[src/rtl/riscv_pkg.sv]
// Shared riscv32i types and constants used by the fetch front end.
package riscv_pkg;

  localparam int XLEN        = 32;
  localparam int INSTR_BYTES = 4;

  typedef logic [XLEN-1:0] word_t;

  localparam word_t RESET_PC = 32'h0000_0000;

  typedef struct packed {
    word_t pc;
    word_t instr;
  } fetch_entry_t;

endpackage

[src/rtl/fetch_fifo.sv]
// Small synchronous FIFO of fetched {pc, instr} entries with a registered head
// that keeps showing the last entry once the FIFO drains.
module fetch_fifo
  import riscv_pkg::*;
#(
  parameter int DEPTH = 2
) (
  input  logic                       clk,
  input  logic                       rst,
  input  logic                       flush,
  input  logic                       push,
  input  fetch_entry_t               push_data,
  input  logic                       pop,
  output fetch_entry_t               head,
  output logic [$clog2(DEPTH+1)-1:0] count
);

  localparam int PW = (DEPTH > 1) ? $clog2(DEPTH) : 1;
  localparam int CW = $clog2(DEPTH+1);

  fetch_entry_t  mem [DEPTH];
  logic [PW-1:0] wr_ptr;
  logic [PW-1:0] rd_ptr;
  logic [PW-1:0] rd_nxt;
  logic [CW-1:0] cnt_nxt;
  logic          do_pop;
  logic          empty_after_pop;

  function automatic logic [PW-1:0] ptr_inc(input logic [PW-1:0] p);
    return (p == PW'(DEPTH-1)) ? '0 : p + PW'(1);
  endfunction

  always_comb begin
    do_pop          = pop && (count != '0);
    rd_nxt          = do_pop ? ptr_inc(rd_ptr) : rd_ptr;
    cnt_nxt         = count + CW'(push) - CW'(do_pop);
    empty_after_pop = ((count - CW'(do_pop)) == '0);
  end

  always_ff @(posedge clk) begin
    if (!rst && !flush && push) begin
      mem[wr_ptr] <= push_data;
    end
  end

  always_ff @(posedge clk) begin
    if (rst) begin
      wr_ptr <= '0;
      rd_ptr <= '0;
      count  <= '0;
      head   <= '0;
    end else if (flush) begin
      wr_ptr <= '0;
      rd_ptr <= '0;
      count  <= '0;
    end else begin
      if (push) begin
        wr_ptr <= ptr_inc(wr_ptr);
      end
      rd_ptr <= rd_nxt;
      count  <= cnt_nxt;
      // A push into an (effectively) empty FIFO becomes the head directly,
      // since its slot is only being written this cycle.
      if (push && empty_after_pop) begin
        head <= push_data;
      end else if (cnt_nxt != '0) begin
        head <= mem[rd_nxt];
      end
    end
  end

endmodule

[src/rtl/fetch_stage.sv]
// riscv32i fetch front end: PC register, sequential word fetch from a
// synchronous instruction memory, output buffering and redirect flush.
module fetch_stage #(
  parameter int                 XLEN      = riscv_pkg::XLEN,
  parameter logic [XLEN-1:0]    RESET_PC  = riscv_pkg::RESET_PC,
  parameter int                 BUF_DEPTH = 2
) (
  input  logic            clk,
  input  logic            rst,
  output logic            imem_req,
  output logic [XLEN-1:0] imem_addr,
  input  logic [XLEN-1:0] imem_rdata,
  input  logic            redirect_valid,
  input  logic [XLEN-1:0] redirect_pc,
  output logic            out_valid,
  input  logic            out_ready,
  output logic [XLEN-1:0] out_pc,
  output logic [XLEN-1:0] out_instr,
  output logic            misalign_err
);

  import riscv_pkg::*;

  localparam int CW = $clog2(BUF_DEPTH+1);

  logic [XLEN-1:0] pc;
  logic [XLEN-1:0] inflight_pc;
  logic            inflight;
  logic            pop;
  logic            push;
  logic [CW-1:0]   count;
  logic [CW:0]     occupancy;
  fetch_entry_t    push_data;
  fetch_entry_t    head;

  // Issue looks at occupancy after this cycle's pop, so out_ready reaches
  // imem_req combinationally and full throughput holds with two entries.
  always_comb begin
    out_valid = (count != '0);
    pop       = out_valid && out_ready;
    occupancy = {1'b0, count} + (CW+1)'(inflight) - (CW+1)'(pop);
    imem_req  = !rst && !redirect_valid && (occupancy < (CW+1)'(BUF_DEPTH));
    imem_addr = pc;
    push      = inflight && !rst && !redirect_valid;
    push_data = '{pc: inflight_pc, instr: imem_rdata};
    out_pc    = head.pc;
    out_instr = head.instr;
  end

  fetch_fifo #(
    .DEPTH (BUF_DEPTH)
  ) u_fifo (
    .clk       (clk),
    .rst       (rst),
    .flush     (redirect_valid),
    .push      (push),
    .push_data (push_data),
    .pop       (pop),
    .head      (head),
    .count     (count)
  );

  always_ff @(posedge clk) begin
    if (rst) begin
      pc           <= RESET_PC;
      inflight     <= 1'b0;
      inflight_pc  <= '0;
      misalign_err <= 1'b0;
    end else if (redirect_valid) begin
      pc           <= {redirect_pc[XLEN-1:2], 2'b00};
      inflight     <= 1'b0;
      misalign_err <= (redirect_pc[1:0] != 2'b00);
    end else begin
      misalign_err <= 1'b0;
      if (imem_req) begin
        inflight    <= 1'b1;
        inflight_pc <= pc;
        pc          <= pc + XLEN'(INSTR_BYTES);
      end else begin
        inflight    <= 1'b0;
      end
    end
  end

endmodule

[config.mk]
export PLATFORM = sky130hd
export DESIGN_NAME = fetch_stage
export DESIGN_NICKNAME = d
export VERILOG_FILES = /design/src/rtl/riscv_pkg.sv /design/src/rtl/fetch_fifo.sv /design/src/rtl/fetch_stage.sv
export SDC_FILE = /design/constraint.sdc
export NUM_CORES = 1
export LEC_CHECK = 0
export CELL_PAD_IN_SITES_DETAIL_PLACEMENT = 1
export CELL_PAD_IN_SITES_GLOBAL_PLACEMENT = 1
export CORE_UTILIZATION = 43
export CTS_CLUSTER_DIAMETER = 60
export DETAILED_ROUTE_END_ITERATION = 8
export PLACE_DENSITY = 0.85
export SYNTH_ARGS = -nofsm -noshare
export SYNTH_HDL_FRONTEND = slang
export SYNTH_HIERARCHICAL = 1
export SYNTH_SLANG_ARGS = --single-unit
[constraint.sdc]
create_clock -name clk -period 7.08 [get_ports clk]
set_input_delay 1.416 -clock clk [delete_from_list [all_inputs] [get_ports clk]]
set_output_delay 1.416 -clock clk [all_outputs]
set_load 0.03 [all_outputs]
Yosys cells after proc, flatten, opt, wreduce, memory -nomap -nowiden. Memory sizes are Yosys's and may differ from the RTL's. Cells that the tools add are included.

Word-level logic and storage cells: 51. Memory bits (writable): 128. Memories kept: 1. Flip-flop bits (word level): 134. Output and inout port bits: 99. Input bits: 68.

Memory list: u_fifo.mem (depth 2, bits a word 64, read ports 1, clocked after memory_dff 0, wr ports 1, line fetch_fifo.sv:21) `fetch_entry_t mem [DEPTH];`.

Mux-type cells: 10. Magnitude comparators: 1. Reduce and logical (&&, ||, !) cells: 20. Bitwise operators: 1. $add $sub $neg: 8.

Operators by type and width (count): 2-to-1 mux 64 bit (2); 2-to-1 mux 32 bit (2); adder 32 x 3 -> 32 bit, second input constant (1); nonzero test 2 bit (5); logical AND 1 bit (8); 2-to-1 mux 1 bit (6); AND reduction 2 bit (2); OR reduction 2 bit (2); subtractor 2 x 1 -> 2 bit (2); adder 2 x 1 -> 3 bit (1); < comparator 3 x 2 -> 1 bit, second input constant (1); subtractor 3 x 1 -> 3 bit (1); adder 1 bit, second input constant (2); adder 2 x 1 -> 2 bit (1); zero test 1 bit (2); zero test 2 bit (1); inverter 1 bit (1).

Longest topological paths before layout. Gate-level depths: netlist of run 1.

Depth after elaboration: 8. Mapped depth: 14. Depth with buffers taken out: 10.

Hierarchy. Netlist of run 1, hierarchy kept.

By module, submodules not included: fetch_fifo (area an instance 9177.6 um^2, sequential area each 5205.0 um^2, instances 1, cells an instance 807); fetch_stage (area an instance 2950.3 um^2, sequential area each 1241.2 um^2, instances 1, cells an instance 369).

Worst setup path after synthesis of run 1. OpenSTA, ideal clock, no wires.

Path type: in2reg. Start: in redirect_valid. End: mem u_fifo/mem[0][0] in the netlist's numbering, enable pin. Path slack: 1.682 ns. Required time: 6.594 ns. Setup time: 0.486 ns. Stages on the path: 6. Path buffers: 3. Arrival time: 4.912 ns. Cell sequence: clkbuf_1 > nor2_1 > buf_2 > buf_2 > nand2_1 > nor2_1.

Cells in the longest elaborated chain, start to end: 5. Elaborated cells between the ends (all ways): 6. Classes of those cells: 2 x mux; 4 x reduce/logical.

Ends and longest elaborated chain: start: declaration (line fetch_stage.sv:13) `input logic redirect_valid,`; zero test 1 bit * (line fetch_fifo.sv:41, fetch_stage.sv:44); logical AND 1 bit, on equally long branches (line fetch_fifo.sv:41, fetch_stage.sv:44); logical AND 1 bit * (line fetch_fifo.sv:41) `if (!rst && !flush && push) begin`; 2-to-1 mux 1 bit * (line fetch_fifo.sv:41); 2-to-1 mux 1 bit (implied by the code) * (line fetch_fifo.sv:42) `mem[wr_ptr] <= push_data;`; end: declaration (line fetch_fifo.sv:21).

Mark *: on every way between the ends. The rest lies on a longest branch, timed or not.

Final worst setup path of run 1.
Start: in out_ready. End: out imem_req.

Cells in the longest elaborated chain, start to end: 4.

Ends and longest elaborated chain: start: declaration (line fetch_stage.sv:16) `input logic out_ready,`; logical AND 1 bit (line fetch_stage.sv:40) `pop = out_valid && out_ready;`; net pop (line fetch_stage.sv:29) `logic pop;`; subtractor 3 x 1 -> 3 bit (line fetch_stage.sv:41) `occupancy = {1'b0, count} + (CW+1)'(inflight) - (CW+1)'(pop);`; < comparator 3 x 2 -> 1 bit (line fetch_stage.sv:42) `imem_req = !rst && !redirect_valid && (occupancy < (CW+1)'(BUF_DEPTH));`; logical AND 1 bit (line fetch_stage.sv:42); end: declaration (line fetch_stage.sv:10) `output logic imem_req,`.

The timed path passes the listed nets, and every way through them passes these cells.

==> flow_summary_export.csv, run 1 <==
group,metric,value,unit
drt,wl_per_cell,20.84,um
logic_synthesis,synth_cells,1176,
logic_synthesis,netlist_top_cells_count,"150 x nand2_1, 130 x dfxtp_1, 128 x edfxtp_1",
logic_synthesis,post-synth-top-area-cell,"edfxtp_1",
logic_synthesis,ys_seq_area_share,53.15,%
global_route,grt_pass1_vias,10290,
clock_network,cts_buffer_depth,3,
logic_synthesis,synth_area_per_cell,10.31,um^2
drt,routed_wl,35.14,mm
clock_network,cts-hold-fix-buffers,0,
sta,fmax,0.1727,GHz
power_and_ir_drop,p_leak,4.661,nW
die,die_h,169.9,um
logic_synthesis,synth_top_area_share,31.69,%
final_layout,nets,1359,
logic_synthesis,ys.flop_type,"dfxtp_1",
drt,vias,9736,
drt,drt_drc_violations_left,0,
setup_path,rrSetupSlack,2.94,ns
clock_network,htreeDepth,1,
sta,slew_headroom,23.03,%
clock_network,cts_resized,0,
logic_synthesis,ys_warn_count,6,
sta,final.setup_skew,0.01747,ns
min_path,worstHoldPathType,"register to register",
global_route,antenna_found_initial,0,
die,pin_count,167,
clock_network,clock_latency,0.54,ns
logic_synthesis,ys_types,58,
sta,setup_viol,0,
sta,min_period,5.789,ns
setup_path,path_delay_family,"buffers and inverters",
power_and_ir_drop,power_density,221.3,mW/mm^2
sta,fin_hold_ws,0.4918,ns
setup_path,crit_top_cell,"clkdlybuf4s50_1",
drt,vias_per_cell,5.775,
drt,firstDrtPassIters,4,
drt,drtAntennaViolNets,0,
setup_path,critPathMaxFanout,7,
sta,period_share,81.77,%
setup_path,worst_setup_path_end_kind,"output port",
run,maxCapViolCount,0,
global_route,globalRoute.totalOverflow,0,
final_layout,drive_gt1_share,7.569,%
placed_design,dp_slack,1.287,ns
setup_path,cp.required,5.66,ns
sta,fin_setup_tns,0,ns
clock_network,cts_inserted_buffers,28,
final_layout,num_antenna_cells,0,
die,core_region_area,0.02778,mm^2
clock_network,cts_tree,"done",
setup_path,crit_type,"input port to output port",
setup_path,crit_arrival,4.37,ns
logic_synthesis,ys_ff_latch,258,
placed_design,portBuffers,164,
sta,tightest_slew,1.155,ns
logic_synthesis,synth_edf_count,128,
die,rows,61,
clock_network,clk_pin_slew,0.06,ns
sta,timing.final.ws_setup,1.291,ns
die,initial_core_util,43.65,%
clock_network,clock-root-buffer,"clkbuf_16",
sta,final_max_slew_viol_count,0,
logic_synthesis,synth_area,0.01213,mm^2
final_layout,final_core_util,53.06,%
logic_synthesis,synth.area.top_cells,"edfxtp_1 32%, dfxtp_1 21%, mux2i_1 5.2%, nand2_1 4.6%, o211ai_1 4.1%",
sta,hold_viol_final,0,
logic_synthesis,yosysMostFrequentCell,"nand2_1",
setup_path,critical_path.slowest_cell,"clkdlybuf4s50_1",
setup_path,worstPathCellList,"clkdlybuf4s50_1, and2_1, ha_1, nand2b_1, fa_1, xnor2_1, nand3_2, inv_2, clkdlybuf4s50_1",
placed_design,hpwl,20.69,mm
die,die-area,0.02888,mm^2
clock_network,clock_sinks,258,
placed_design,gp_congestion,0.7805,
sta,rsz0062_at_grt,"false",
die,dieWidth,169.9,um
drt,drt_iter0_markers,622,
global_route,grt_pass1_wl,55.39,mm
setup_path,cpPeakStageDelay,0.68,ns
logic_synthesis,ys_async_sr_fraction,0,%
global_route,grt_usage,24.18,%
power_and_ir_drop,vdd_drop_max,0.0001638,V
global_route,grt_max_degree,129,
setup_path,critPathLaunchType,"input port",
final_layout,syn2layout_area_growth,21.54,%
clock_network,cts_setup_buffers,0,
run_status,outcome,"completed",
setup_path,crit_buf_inv,3,
[path summary, 6_finish.rpt]
path                                 startpoint                 to  depth (start not counted)
worst max-delay path                  out_ready           imem_req                          9
worst min-delay path             inflight_pc[4]  u_fifo/mem[1][36]                          0
worst max register to register  u_fifo/count[1]    u_fifo/head[37]                         11
worst min register to register   inflight_pc[4]  u_fifo/mem[1][36]                          0
[final cells by class]
cell class / count / area (um^2)
timing repair buffer: 177 / 1732
fill: 3104 / 13040
clock buffer: 41 / 800.8
multi-input combinational: 812 / 5202
clock inverter: 11 / 48.80
inverter: 9 / 33.78
tap: 378 / 473.0
sequential: 258 / 6450
[routing by layer]
metal,vias up,wire (um),GRT usage [%]
met5,-,0,0
met3,54,1587,3.349
met4,0,692,6.972
met1,4970,15380,30.49
li1,4472,-,-
met2,240,17480,42.93
[state kept, by name (all words and copies together) (netlist names)]
register	count
imem_addr	30
inflight	1
inflight_pc	30
misalign_err	1
u_fifo/count	2
u_fifo/head	64
u_fifo/mem	128
u_fifo/rd_ptr	1
u_fifo/wr_ptr	1
[metrics by stage]
stage          area [um^2]  power, mW  instances
3_5_place_dp         13890      1.927       1634
3_3_place_gp         13890      1.919       1634
4_1_cts              14740      3.285       1686
6_report             14740      3.263       1686
5_1_grt              14740      3.362       1686
2_1_floorplan        12150      1.793       1183
[worst reg2reg max path: stages, from the launching register on]
cell	delay [ns]
dfxtp_1	0.64
or2_2	0.22
and2_1	0.22
o21a_4	0.32
ha_1	0.33
inv_1	0.08
ha_1	0.25
a211oi_1	0.44
mux2_2	0.84
buf_4	0.44
o21ai_0	0.13
o21ai_1	0.17
[kinds of logic (layout without fill, tap and decap cells)]
logic type / after synthesis / in the layout / share of synthesized area, %
adder cells (fa/ha/maj): 5 / 5 / 0.5778
flip-flops: 258 / 258 / 53.15
buffers and inverters: 113 / 238 / 4.643
AO/OA/AOI/OAI: 337 / 337 / 18.12
other: 1 / 8 / 0.03092
multiplexers: 67 / 67 / 5.592
AND/OR/NAND/NOR: 370 / 370 / 15.96
XOR/XNOR: 25 / 25 / 1.929
[cells in the final DEF (no fill, tap or decap), drive strengths merged, types with 9 or more instances in the layout]
cell type and count:
edfxtp 128, nand2b 64, nand2 151, clkinv 11
nand4 9, xnor2 20, mux2i 64, o21ai 128
o211ai 66, a21oi 46, nor4 11, and2 11
inv 9, clkbuf 41, nor2b 65, clkdlybuf4s50 162
buf 15, a211oi 74, nor2 19, dfxtp 130
nand3 14
[power breakdown]
part / internal (mW) / switching [mW] / total (mW)
Combinational: 0.105 / 0.166 / 0.271
Clock: 0.779 / 0.584 / 1.36
Sequential: 1.59 / 0.0365 / 1.63
Total: 2.48 / 0.787 / 3.26
No activity file was read; power rests on OpenSTA's default activity.
==> run 2, diff against run 1 <==
--- a/config.mk
+++ b/config.mk
@@ -7,10 +7,10 @@
 export LEC_CHECK = 0
 export CELL_PAD_IN_SITES_DETAIL_PLACEMENT = 1
 export CELL_PAD_IN_SITES_GLOBAL_PLACEMENT = 1
-export CORE_UTILIZATION = 43
+export CORE_UTILIZATION = 39
 export CTS_CLUSTER_DIAMETER = 60
 export DETAILED_ROUTE_END_ITERATION = 8
-export PLACE_DENSITY = 0.85
+export PLACE_DENSITY = 0.81
 export SYNTH_ARGS = -nofsm -noshare
 export SYNTH_HDL_FRONTEND = slang
 export SYNTH_HIERARCHICAL = 1
==> constraint.sdc (replaced) <==
create_clock -name clk -period 4.7 [get_ports clk]
set_input_delay 0.94 -clock clk [delete_from_list [all_inputs] [get_ports clk]]
set_output_delay 0.94 -clock clk [all_outputs]
set_load 0.03 [all_outputs]
==> run 2 against run 1 <==
Compared with the run above:
- sequential share of layout area fell by 0.78 points
- core utilization fell by 4.0 points
- setup slack got worse by 0.69 ns
- final cell count rose by 1.7%
- sequential power rose by 50%
- clock skew fell by 0.0034 ns
- combinational power rose by 53%
- critical path type unchanged
- largest power group unchanged
==> flow_summary_export.csv, run 2 (same netlist as run 1, synthesis figures left out) <==
group,metric,value,unit
run_status,outcome,"completed",
setup_path,cp.required,3.76,ns
power_and_ir_drop,swShare,23.86,%
setup_path,r2r_end,"imem_addr[16]",
setup_path,worstPathCellList,"clkdlybuf4s50_1, and2_1, ha_1, nand2b_1, fa_1, xnor2_1, buf_4, nand3_2, inv_2, buf_4",
power_and_ir_drop,p_int,3.929,mW
placed_design,gp_congestion,0.8106,
die,core_region_area,0.03059,mm^2
drt,drt_iter0_markers,726,
final_layout,top_regs,"u_fifo/mem (128), u_fifo/head (64)",
power_and_ir_drop,seqPwrFrac,47.6,%
final_layout,num_antenna_cells,0,
clock_network,cts_setup_buffers,0,
final_layout,largest_reg_flops,128,
clock_network,clock_sinks,258,
min_path,worstHoldPathType,"register to register",
clock_network,cts_inserted_buffers,29,
sta,final_max_slew_viol_count,0,
clock_network,cts_resized,0,
final_layout,final_cell_mix,"161 x clkdlybuf4s50_1, 150 x nand2_1, 129 x dfxtp_1, 128 x edfxtp_1, 68 x o21ai_0",
die,pin_count,167,
final_layout,fin_area,0.01501,mm^2
power_and_ir_drop,clkPwrFrac,44.4,%
global_route,grt_max_degree,129,
clock_network,cts_tree,"done",
power_and_ir_drop,p_leak,4.772,nW
sta,final.setup_skew,0.01408,ns
sta,slew_headroom,21.60,%
drt,firstDrtPassIters,4,
placed_design,portBuffers,164,
final_layout,syn2layout_area_growth,23.76,%
power_and_ir_drop,p_switching,1.231,mW
run,maxCapViolCount,0,
clock_network,clock-root-buffer,"clkbuf_16",
setup_path,endpoint,"imem_req",
die,dieWidth,178.3,um
die,initial_core_util,39.65,%
power_and_ir_drop,p_comb_share,8.0,%
setup_path,crit_top_cell,"buf_4",
setup_path,crit_cells,10,
drt,drtAntennaViolNets,0,
drt,vias_per_cell,5.683,
final_layout,drive_gt1_share,8.870,%
setup_path,worst_setup_path_end_kind,"output port",
setup_path,startpoint,"out_ready",
global_route,grt_pass1_vias,10220,
final_layout,nets,1369,
sta,tightest_slew,1.176,ns
setup_path,cpPeakStageDelay,0.45,ns
drt,vias,9746,
final_layout,final_core_util,49.07,%
setup_path,worst-r2r-cell-count,13,
drt,drt_drc_violations_left,0,
sta,fmax,0.2441,GHz
final_layout,final_common_cell,"clkdlybuf4s50_1",
drt,wl_per_cell,20.96,um
die,rows,64,
setup_path,path_delay_family,"buffers and inverters",
sta,rsz0062_at_grt,"false",
placed_design,place_area,0.01404,mm^2
clock_network,clock_latency,0.55,ns
sta,period_share,87.18,%
clock_network,cts-hold-fix-buffers,0,
setup_path,crit_buf_inv,4,
sta,timing.final.ws_setup,0.6026,ns
placed_design,hpwl,21.12,mm
setup_path,rrSetupSlack,1.24,ns
final_layout,regArea,0.006450,mm^2
global_route,grt_usage,22.58,%
final_layout,top_register,"u_fifo/mem",
global_route,grt_pass1_wl,56.08,mm
sta,setup_viol,0,
setup_path,critical_path.slowest_cell,"clkdlybuf4s50_1",
power_and_ir_drop,power_density,343.8,mW/mm^2
drt,routed_wl,35.94,mm
final_layout,nFillCells,3386,
global_route,globalRoute.totalOverflow,0,
setup_path,crit_type,"input port to output port",
sta,fin_setup_tns,0,ns
sta,min_period,4.097,ns
setup_path,crit_arrival,3.16,ns
sta,hold_viol_final,0,
setup_path,worstReg2RegStart,"u_fifo/count[1]",
clock_network,cts_buffer_depth,3,
setup_path,critPathMaxFanout,7,
clock_network,htreeDepth,1,
power_and_ir_drop,vdd_drop_max,0.0002598,V
final_layout,multi_input_area,0.005202,mm^2
clock_network,clk_pin_slew,0.06,ns
global_route,antenna_found_initial,0,
die,die-area,0.03181,mm^2
setup_path,critPathLaunchType,"input port",
die,die_h,178.3,um
placed_design,dp_slack,0.6456,ns
run 2: changes by cell type in the layout (fill, tap and decap cells not counted):
cell	delta
clkinv_2	-2
inv_6	+2
clkinv_1	-5
buf_12	+5
bufinv_16	+3
clkbuf_1	-1
buf_4	+5
clkdlybuf4s50_1	-1
clkinvlp_4	+4
clkbuf_8	+1
run 2: cell type report:
cell class,count,area share (%)
clock buffers,41,5.402
repair buffers,186,12.39
multi-input cells,812,34.66
flip-flops and latches,258,42.97
well taps,396,3.301
inverters,9,0.2251
clock inverters,13,1.050
run 2: routing by layer:
metal	vias up	global-route usage (%)	share of wire [%]	wire, um
met1	4912	29.29	44	15660
met4	0	5.968	1.7	614
li1	4492	-	-	-
met5	-	0	0	0
met3	54	2.899	5.2	1886
met2	288	39.42	49	17780
run 2: power groups by stage:
stage          clock network, mW  logic [mW]  registers [mW]
5_1_grt                     2.41       0.442            2.46
2_1_floorplan                  0       0.158            2.54
3_3_place_gp                   0       0.402            2.50
3_5_place_dp                   0       0.411            2.50
4_1_cts                     2.34       0.414            2.45
6_report                    2.29       0.415            2.45
run 2: per-stage QoR:
stage               cells  hold slack [ns]  total power, mW
finish               1715           0.4921            5.160
global route         1715           0.5128            5.307
CTS                  1715           0.4973            5.204
detailed placement   1661           0.4801            2.911
global placement     1661           0.4626            2.900
floorplan            1183           0.4479            2.701
run 2: worst min-delay path by stage:
stage                                   end  cells after the start            start
after floorplan           u_fifo/mem[0][34]                      0   inflight_pc[2]
after global placement    u_fifo/mem[1][49]                      0  inflight_pc[17]
after detailed placement  u_fifo/mem[1][49]                      0  inflight_pc[17]
after CTS                    inflight_pc[4]                      2   inflight_pc[4]
after global routing      u_fifo/mem[0][54]                      0  inflight_pc[22]
final                        inflight_pc[4]                      2   inflight_pc[4]
run 2: tightest hold or removal path, stage by stage, from the launching register on:
cell     delay [ns]
dfxtp_1        0.33
nand2_1        0.06
a21oi_1        0.05
